## config.mk

```make
export PLATFORM = sky130hd
export DESIGN_NAME = pipe_stall_ctrl
export DESIGN_NICKNAME = d
export VERILOG_FILES = /design/src/rtl/pipe_stall_ctrl.sv
export SDC_FILE = /design/constraint.sdc
export NUM_CORES = 1
export LEC_CHECK = 0
export BUFFER_PORTS_ARGS = -buffer_cell sky130_fd_sc_hd__buf_2
export CAP_MARGIN = 10
export CORE_AREA = 2 2 57 59
export CTS_BUF_LIST = sky130_fd_sc_hd__clkbuf_2 sky130_fd_sc_hd__clkbuf_4 sky130_fd_sc_hd__clkbuf_8
export DETAILED_ROUTE_END_ITERATION = 6
export DIE_AREA = 0 0 59 61
export PLACE_DENSITY = 0.73
export SYNTH_ARGS = -nofsm -noshare
export SYNTH_HDL_FRONTEND = slang
export SYNTH_SLANG_ARGS = --single-unit
```

## constraint.sdc

```tcl
create_clock -name Clk -period 3.9 [get_ports Clk]
set_input_delay 0.78 -clock Clk [delete_from_list [all_inputs] [get_ports Clk]]
set_output_delay 0.78 -clock Clk [all_outputs]
set_load 0.02 [all_outputs]
```

## src/rtl/pipe_stall_ctrl.sv

```systemverilog
// Hazard unit: arbitrates I-miss, D-miss, load-use and redirect into
// per-register stall/flush controls plus a PC hold. Also provides a miss
// watchdog and a saturating stall-cycle counter.
module pipe_stall_ctrl #(
  parameter int NUM_STAGES     = 5,
  parameter int REDIRECT_DEPTH = 2,
  parameter int MISS_TIMEOUT   = 64,
  parameter int CNT_W          = 16
) (
  input  logic                  Clk,
  input  logic                  Rst,
  input  logic                  i_ICache_Miss,
  input  logic                  i_DCache_Miss,
  input  logic                  i_LoadUse,
  input  logic                  i_Redirect,
  output logic                  o_PC_Stall,
  output logic [NUM_STAGES-2:0] o_Stall,
  output logic [NUM_STAGES-2:0] o_Flush,
  output logic [1:0]            o_State,
  output logic                  o_Timeout,
  output logic [CNT_W-1:0]      o_StallCycles
);

  localparam int NREG = NUM_STAGES - 1;
  localparam int WW   = (MISS_TIMEOUT > 2) ? $clog2(MISS_TIMEOUT) : 1;

  localparam logic [1:0] S_RUN    = 2'd0;
  localparam logic [1:0] S_DMISS  = 2'd1;
  localparam logic [1:0] S_IMISS  = 2'd2;
  localparam logic [1:0] S_LU_BUB = 2'd3;

  // Register masks: register k sits between stage k and k+1.
  localparam logic [NREG-1:0] ONE      = NREG'(1);
  localparam logic [NREG-1:0] DM_STALL = ~(ONE << (NREG - 1));   // freeze everything up to EX/MA
  localparam logic [NREG-1:0] DM_FLUSH = ONE << (NREG - 1);      // bubble into MA/WB
  localparam logic [NREG-1:0] ID_STALL = ONE;                    // hold IF/ID
  localparam logic [NREG-1:0] ID_FLUSH = ONE << 1;               // bubble into ID/EX
  localparam logic [NREG-1:0] RD_FLUSH = (ONE << REDIRECT_DEPTH) - ONE;

  localparam logic [WW-1:0] WAIT_MAX = WW'(MISS_TIMEOUT - 1);
  localparam logic [WW-1:0] WAIT_TRG = WW'(MISS_TIMEOUT - 2);

  logic [1:0]    state, nxt;
  logic [WW-1:0] wait_cnt;
  logic          lu_ok, same_miss;

  // A load already bubbled once; its re-asserted hazard is masked for one cycle.
  assign lu_ok   = i_LoadUse && (state != S_LU_BUB);
  assign o_State = state;

  // Priority arbitration; outputs are Mealy on registered state and live events.
  always_comb begin
    o_PC_Stall = 1'b0;
    o_Stall    = '0;
    o_Flush    = '0;
    nxt        = S_RUN;
    if (!Rst) begin
      o_Flush = '1;
    end else if (i_DCache_Miss) begin
      o_PC_Stall = 1'b1;
      o_Stall    = DM_STALL;
      o_Flush    = DM_FLUSH;
      nxt        = S_DMISS;
    end else if (lu_ok) begin
      o_PC_Stall = 1'b1;
      o_Stall    = ID_STALL;
      o_Flush    = ID_FLUSH;
      nxt        = S_LU_BUB;
    end else if (i_Redirect) begin
      // PC must load the redirect target, so an outstanding I-miss is dropped.
      o_Flush = RD_FLUSH;
    end else if (i_ICache_Miss) begin
      o_PC_Stall = 1'b1;
      o_Stall    = ID_STALL;
      o_Flush    = ID_FLUSH;
      nxt        = S_IMISS;
    end
  end

  // The same miss continues only when we stay in the same miss state.
  assign same_miss = ((state == S_DMISS) && (nxt == S_DMISS)) ||
                     ((state == S_IMISS) && (nxt == S_IMISS));

  // Controller state register.
  always_ff @(posedge Clk or negedge Rst) begin
    if (!Rst) state <= S_RUN;
    else      state <= nxt;
  end

  // Miss watchdog: consecutive-wait counter with a sticky timeout flag.
  always_ff @(posedge Clk or negedge Rst) begin
    if (!Rst) begin
      wait_cnt  <= '0;
      o_Timeout <= 1'b0;
    end else if (same_miss) begin
      if (wait_cnt != WAIT_MAX) wait_cnt <= wait_cnt + 1'b1;
      if (wait_cnt >= WAIT_TRG) o_Timeout <= 1'b1;
    end else begin
      wait_cnt <= '0;
    end
  end

  // Saturating count of PC-stall cycles.
  always_ff @(posedge Clk or negedge Rst) begin
    if (!Rst)                                   o_StallCycles <= '0;
    else if (o_PC_Stall && (o_StallCycles != '1)) o_StallCycles <= o_StallCycles + 1'b1;
  end

endmodule
```

## Word level (Yosys, flattened, before mapping)

Cells that the tools add are included.

- Add/sub/neg operators: 2
- Magnitude comparators: 1
- Mux-type cells: 22
- Reductions and logical operators: 6
- Eq/ne operators: 8

Operators with widths:

| operator | count |
|---|---|
| adder 16 x 1 -> 16 bit (second input constant) | 1 |
| 2-to-1 mux 2 bit | 8 |
| inequality test 16 bit (second input constant) | 1 |
| 2-to-1 mux 4 bit | 3 |
| 2-to-1 mux 6 bit | 2 |
| 2-to-1 mux 1 bit | 8 |
| adder 6 x 1 -> 6 bit (second input constant) | 1 |
| greater-or-equal comparator 6 bit (second input constant) | 1 |
| inequality test 6 bit (second input constant) | 1 |
| equality test 2 x 1 -> 1 bit (second input constant) | 2 |
| equality test 2 bit (second input constant) | 2 |
| logical AND 1 bit | 4 |
| 2-to-1 mux 3 bit | 1 |
| inequality test 2 x 1 -> 1 bit (second input constant) | 1 |
| inequality test 2 bit (second input constant) | 1 |
| AND reduction 2 bit | 1 |
| logical OR 1 bit | 1 |

- Register bits after elaboration: 25

## Logic depth before layout (Yosys ltp)

Gate-level depths: netlist of run 1.

- Depth in word-level cells: 9
- Gate-level depth with buffers: 5
- Gate-level depth less buffers: 5

## Least setup slack after synthesis of run 1

No wires, ideal clock.

- Path kind: input port to output port
- From: input port i_LoadUse
- To: output port o_Stall[0]
- Stages on the path: 4
- Setup slack: 1399 ps
- Arrival: 1721 ps
- Path through: a21boi_2 > o31ai_2 > inv_1 > buf_4

- Word-level cells in the longest chain between the ends: 4

Ends and longest elaborated chain:

| element | line | text |
|---|---|---|
| from (decl) | 14 | `input logic i_LoadUse,` |
| logical AND 1 bit | 48 | `assign lu_ok = i_LoadUse && (state != S_LU_BUB);` |
| 2-to-1 mux 1 bit | 64 | `end else if (lu_ok) begin` |
| 2-to-1 mux 3 bit | 59 | `end else if (i_DCache_Miss) begin` |
| 2-to-1 mux 4 bit | 57 | `if (!Rst) begin` |
| to (decl) | 17 | `output logic [NUM_STAGES-2:0] o_Stall,` |

Every way passes these cells.

## Final worst setup path of run 1

- From: input port i_Redirect
- To: output port o_PC_Stall

- Word-level cells in the longest chain between the ends: 4

Ends and longest elaborated chain:

| element | line | text |
|---|---|---|
| from (decl) | 15 | `input logic i_Redirect,` |
| 2-to-1 mux 1 bit | 69 | `end else if (i_Redirect) begin` |
| 2-to-1 mux 1 bit | 64 |  |
| 2-to-1 mux 1 bit | 59 |  |
| 2-to-1 mux 1 bit | 57 |  |
| to (decl) | 16 | `output logic o_PC_Stall,` |

Every way passes these cells.

==> results of run 1 <==
==> cells by family (layout without fill, tap and decap cells) <==
| family | Yosys count | in the layout | synth area share (%) |
|---|---|---|---|
| simple gates | 62 | 62 | 26.8 |
| compound gates | 18 | 18 | 11.4 |
| xor+xnor | 12 | 12 | 7.45 |
| flops | 25 | 25 | 44.4 |
| other cells | 1 | 1 | 0.266 |
| mux | 5 | 5 | 4.17 |
| buf+inv | 8 | 41 | 2.93 |
| fa+ha+maj | 3 | 3 | 2.66 |
==> cells in the mapped netlist (all sizes together), types with 4 or more instances <==
cell type / count / area share [%]
xor2: 11 / 6.8
mux2: 4 / 3.5
a21oi: 4 / 1.4
nor2: 14 / 3.9
nand3: 7 / 2.5
nor3: 7 / 2.5
nor4b: 4 / 2.9
inv: 4 / 1.1
nand4: 4 / 3.1
dfrtp: 25 / 44
nand2: 11 / 2.9
==> layer usage <==
| layer | GRT usage (%) | wire length [um] |
|---|---|---|
| met1 | 23.5 | 1210 |
| met2 | 30.6 | 1480 |
| met3 | 1.92 | 89 |
| met4 | 3.90 | 12 |
| met5 | 0 | 0 |
==> cell type report <==
class | instances | share of cell area (%)
clock buffers | 4 | 1.85
repair buffers | 33 | 10.3
flip-flops and latches | 25 | 38.6
well taps | 33 | 2.54
multi-input cells | 101 | 45.8
inverters | 4 | 0.925
==> stage by stage <==
stage               utilization (%)  area, um2
floorplan                         -       1410
global placement               53.9       1590
detailed placement             53.9       1590
CTS                            55.0       1620
global route                   55.0       1620
finish                         55.0       1620
==> report_power, final <==
part	internal, mW	switching (mW)
clock network	0.0468	0.0712
logic	0.0833	0.127
registers	0.296	0.0605
==> state kept, by name (all words and copies together), names as in the netlist <==
signal,cells
o_StallCycles,16
o_State,2
o_Timeout,1
wait_cnt,6
==> layout by cell type, fill, tap and decap left out, types with 2 or more instances in the layout <==
cell type and instances:
dfrtp_1 25, clkbuf_4 4, and3_1 2, nor2_1 13
nand3_1 7, nor4b_1 3, nor3_1 7, nand4_2 3
nand2_1 11, ha_1 3, a31oi_1 2, o31ai_4 2
buf_2 32, a311oi_1 2, and4_1 2, a21oi_1 4
mux2_2 2, nor4_1 2, xor2_1 11, inv_1 4
==> worst paths after layout <==
| kind | cells after the start | slack [ns] | end |
|---|---|---|---|
| min in group Clk | 1 | 0.49 | o_Timeout$_DFFE_PN0P_ |
| hold reg to reg | 1 | 0.49 | o_Timeout$_DFFE_PN0P_ |
| setup reg to reg | 5 | 2.15 | o_StallCycles[1]$_DFFE_PN0P_ |
| setup / recovery | 5 | 1.35 | o_PC_Stall |
| hold / removal | 1 | 0.29 | o_State[0]$_DFF_PN0_ |
| max in group asynchronous | 2 | 3.06 | o_StallCycles[9]$_DFFE_PN0P_ |
==> critical path, stage by stage <==
cell	delay, ns
buf_2	0.10
and2b_1	0.25
o31ai_2	0.33
inv_1	0.12
buf_2	0.18
==> flow_metrics.py, run 1 <==
metrics = {
    "outcome": {
        "outcome": "finished, final reports clean",
    },
    "power_and_ir_drop": {
        "p_leak_nw": 0.826,
        "total_power_uw": 685,
        "power_density_nw_per_um2": 422,
        "vdd_drop_max_mv": 0.232,
    },
    "cts": {
        "cts_resized": 0,
        "clk_pin_slew_worst_paths_ns": 0.13,
        "clkLatencyLatePin_ns": 0.30,
        "clock_path_buffers": 2,
        "ctsHoldBuffers": 0,
        "cts_buffers": 3,
        "htreeDepth": 1,
        "cts_tree": "built",
        "cts.sinks": 25,
        "cts_setup_buffers": 0,
        "clock_tree.root_cell": "clkbuf_4",
    },
    "yosys": {
        "synth_area_um2": 1410,
        "async_flop_share_pct": 100,
        "synth_cell_types": 45,
        "ys_seq_elements": 25,
        "syn_inst": 134,
        "synth_warnings": 0,
        "ys_seq_area_share_pct": 44.4,
        "ys.flop_type": "dfrtp_1",
        "synthesis.nets": 143,
        "synth_edf_count": 0,
        "syn_area_per_cell_um2": 10.5,
    },
    "timing": {
        "finalMaxSlewViolations": 0,
        "whs_ns": 0.285,
        "fmax_ghz": 0.393,
        "min_period_ns": 2.55,
        "finalSetupViolCount": 0,
        "rsz0062_at_grt": "false",
        "period_share_pct": 65.3,
        "setup_tns_ns": 0,
        "skew_ns": 0.00534,
        "setup_ws_ns": 1.35,
        "maxSlewHeadroom_pct": 59.5,
        "worst_slew_pin_slew_ns": 0.605,
        "hold_viol_final": 0,
    },
    "die": {
        "rows": 20,
        "start_util_pct": 47.8,
        "dieArea_um2": 3600,
        "pin_count": 34,
        "fp.dieH_um": 61,
        "coreArea_um2": 2950,
        "dieWidth_um": 59,
    },
    "setup_path": {
        "crit_path_end_kind": "output pin",
        "path_max_fanout": 4,
        "arrival_ns": 1.77,
        "crit-reg2reg-launch": "o_StallCycles[0]$_DFFE_PN0P_",
        "crit_path_start": "i_Redirect",
        "worstSetupPathType": "input pin to output pin",
        "required_ns": 3.12,
        "start_kind": "input pin",
    },
    "finish": {
        "nNetsFinal": 177,
        "final_cells": 200,
        "register_area_um2": 626,
        "area_growth_pct": 15.1,
        "diodes": 0,
        "layout-drive-gt1-share_pct": 31.7,
        "fillCellCount": 279,
        "multiInputGateArea_um2": 743,
    },
    "route": {
        "num_vias": 1121,
        "drtIter0Drc": 21,
        "drcViolationCount": 0,
        "vias_per_cell": 5.61,
        "detail_route.wl_per_cell_um": 14.0,
        "wirelength_um": 2800,
        "ant_nets": 0,
        "dr.pass1.iters": 4,
    },
    "global_route": {
        "grt_pass1_vias": 1078,
        "grt-ovfl-total": 0,
        "antenna_found_initial": 0,
        "grt_max_degree": 27,
        "track_usage_pct": 17.5,
        "grt_pass1_wl_um": 4840,
    },
    "placed_design": {
        "dpl.hpwl_um": 2130,
        "dp.cells": 196,
        "dpl_worst_slack_ns": 1.34,
        "place_congestion": 0.796,
        "port_buffers": 32,
    },
    "worst_hold_path": {
        "hold_class": "input pin to asynchronous set/reset pin",
    },
    "run": {
        "maxCapViolCount": 0,
    },
}
Power figures use the tool's default switching activity.
==> run 2, diff against run 1 <==
- PLACE_DENSITY: 0.73 -> 0.76
- clock period: 3.9 -> 2.3 ns (I/O delays scaled with it)
==> flow_metrics.py, run 2 (synthesized netlist as in run 1, its figures left out) <==
metrics = {
    "finish": {
        "diodes": 0,
        "nNetsFinal": 180,
        "area_growth_pct": 17.0,
        "layout-drive-gt1-share_pct": 31.8,
        "largest_register": "o_StallCycles",
        "final_cell_mix": "32 x buf_2, 25 x dfrtp_1, 13 x nor2_1",
        "final_common_cell": "buf_2",
        "postLayoutCellArea_um2": 1650,
        "fillCellCount": 262,
        "largest_reg_flops": 16,
    },
    "cts": {
        "cts_setup_buffers": 0,
        "cts_tree": "built",
        "clock_path_buffers": 2,
        "cts_resized": 0,
        "clk_pin_slew_worst_paths_ns": 0.14,
        "clock_tree.root_cell": "clkbuf_4",
        "ctsHoldBuffers": 0,
        "clkLatencyLatePin_ns": 0.33,
        "htreeDepth": 1,
        "cts.sinks": 25,
        "cts_buffers": 3,
    },
    "die": {
        "dieArea_um2": 3600,
        "dieWidth_um": 59,
        "rows": 20,
        "coreArea_um2": 2950,
        "fp.dieH_um": 61,
        "start_util_pct": 47.8,
        "pin_count": 34,
    },
    "global_route": {
        "grt_max_degree": 18,
        "track_usage_pct": 16.9,
        "grt_pass1_wl_um": 4690,
        "antenna_found_initial": 0,
        "grt-ovfl-total": 0,
        "grt_pass1_vias": 1054,
    },
    "placed_design": {
        "port_buffers": 32,
        "place_congestion": 0.812,
        "dpl-instance-area_um2": 1600,
        "dpl.hpwl_um": 2070,
    },
    "setup_path": {
        "arrival_ns": 1.65,
        "crit_path_end_kind": "output pin",
        "path_max_fanout": 6,
        "required_ns": 1.84,
        "start_kind": "flop",
        "reg2regPathDepth": 5,
        "worstSetupPathType": "flop to output pin",
        "r2r_setup_slack_ns": 0.55,
    },
    "run": {
        "maxCapViolCount": 0,
    },
    "timing": {
        "finalSetupViolCount": 0,
        "skew_ns": 0.0115,
        "min_period_ns": 2.11,
        "maxSlewHeadroom_pct": 58.0,
        "finalMaxSlewViolations": 0,
        "setup_tns_ns": 0,
        "fmax_ghz": 0.474,
        "period_share_pct": 91.8,
        "worst_slew_pin_slew_ns": 0.627,
        "rsz0062_at_grt": "false",
        "hold_viol_final": 0,
        "whs_ns": 0.146,
    },
    "route": {
        "ant_nets": 0,
        "vias_per_cell": 5.65,
        "dr.pass1.iters": 4,
        "detail_route.wl_per_cell_um": 14.2,
        "wirelength_um": 2890,
        "drcViolationCount": 0,
        "drtIter0Drc": 47,
        "num_vias": 1146,
    },
    "power_and_ir_drop": {
        "vdd_drop_max_mv": 0.369,
        "power_density_nw_per_um2": 709,
        "p_leak_nw": 0.835,
    },
    "worst_hold_path": {
        "hold_class": "input pin to asynchronous set/reset pin",
    },
    "outcome": {
        "outcome": "finished, final reports clean",
    },
}
run 2: cell types whose count changed in the layout (fill, tap and decap cells not counted), sizes merged:
cell         before  now
clkinvlp          0    1
clkbuf            4    3
buf              33   34
dlygate4sd3       0    2
run 2: where the power goes:
part	internal, mW	switching, mW
Sequential	0.502	0.0938
Clock	0.0666	0.147
Combinational	0.143	0.217
run 2: metal layers:
metal	track usage, %	vias up	wire [um]
met5	0	-	0
met4	3.90	0	24
met3	3.41	4	109
met2	28.6	25	1470
met1	22.5	567	1290
li1	-	550	-
run 2: stage by stage:
step	util [%]	setup slack [ns]	instances	total power [mW]
after floorplan	-	0.439	134	0.833
after global placement	54.2	0.369	197	0.954
after detailed placement	54.2	0.349	197	0.964
after CTS	55.2	0.195	201	1.17
after global routing	55.9	0.0976	203	1.24
final	55.9	0.189	203	1.17
run 2: final cells by class:
cell class	instances	area, um2	share of cell area [%]
Multi-Input combinational cell	101	743	45.0
Timing Repair Buffer	36	195	11.8
Tap cell	33	41.3	2.50
Inverter	4	15.0	0.910
Clock inverter	1	7.51	0.455
Sequential cell	25	626	37.9
Clock buffer	3	22.5	1.36
run 2: worst paths after layout:
kind,startpoint,end
setup reg to reg,o_StallCycles[0]$_DFFE_PN0P_,o_StallCycles[1]$_DFFE_PN0P_
setup / recovery,o_State[0]$_DFF_PN0_,o_Stall[0]
min in group Clk,i_DCache_Miss,o_State[1]$_DFF_PN0_
hold / removal,Rst,o_State[0]$_DFF_PN0_
hold reg to reg,o_Timeout$_DFFE_PN0P_,o_Timeout$_DFFE_PN0P_
max in group asynchronous,Rst,o_StallCycles[0]$_DFFE_PN0P_
run 2: critical path: stages (launching register included):
cell,delay (ns)
dfrtp_1,0.43
a21boi_2,0.15
o31ai_2,0.41
inv_1,0.15
buf_2,0.19
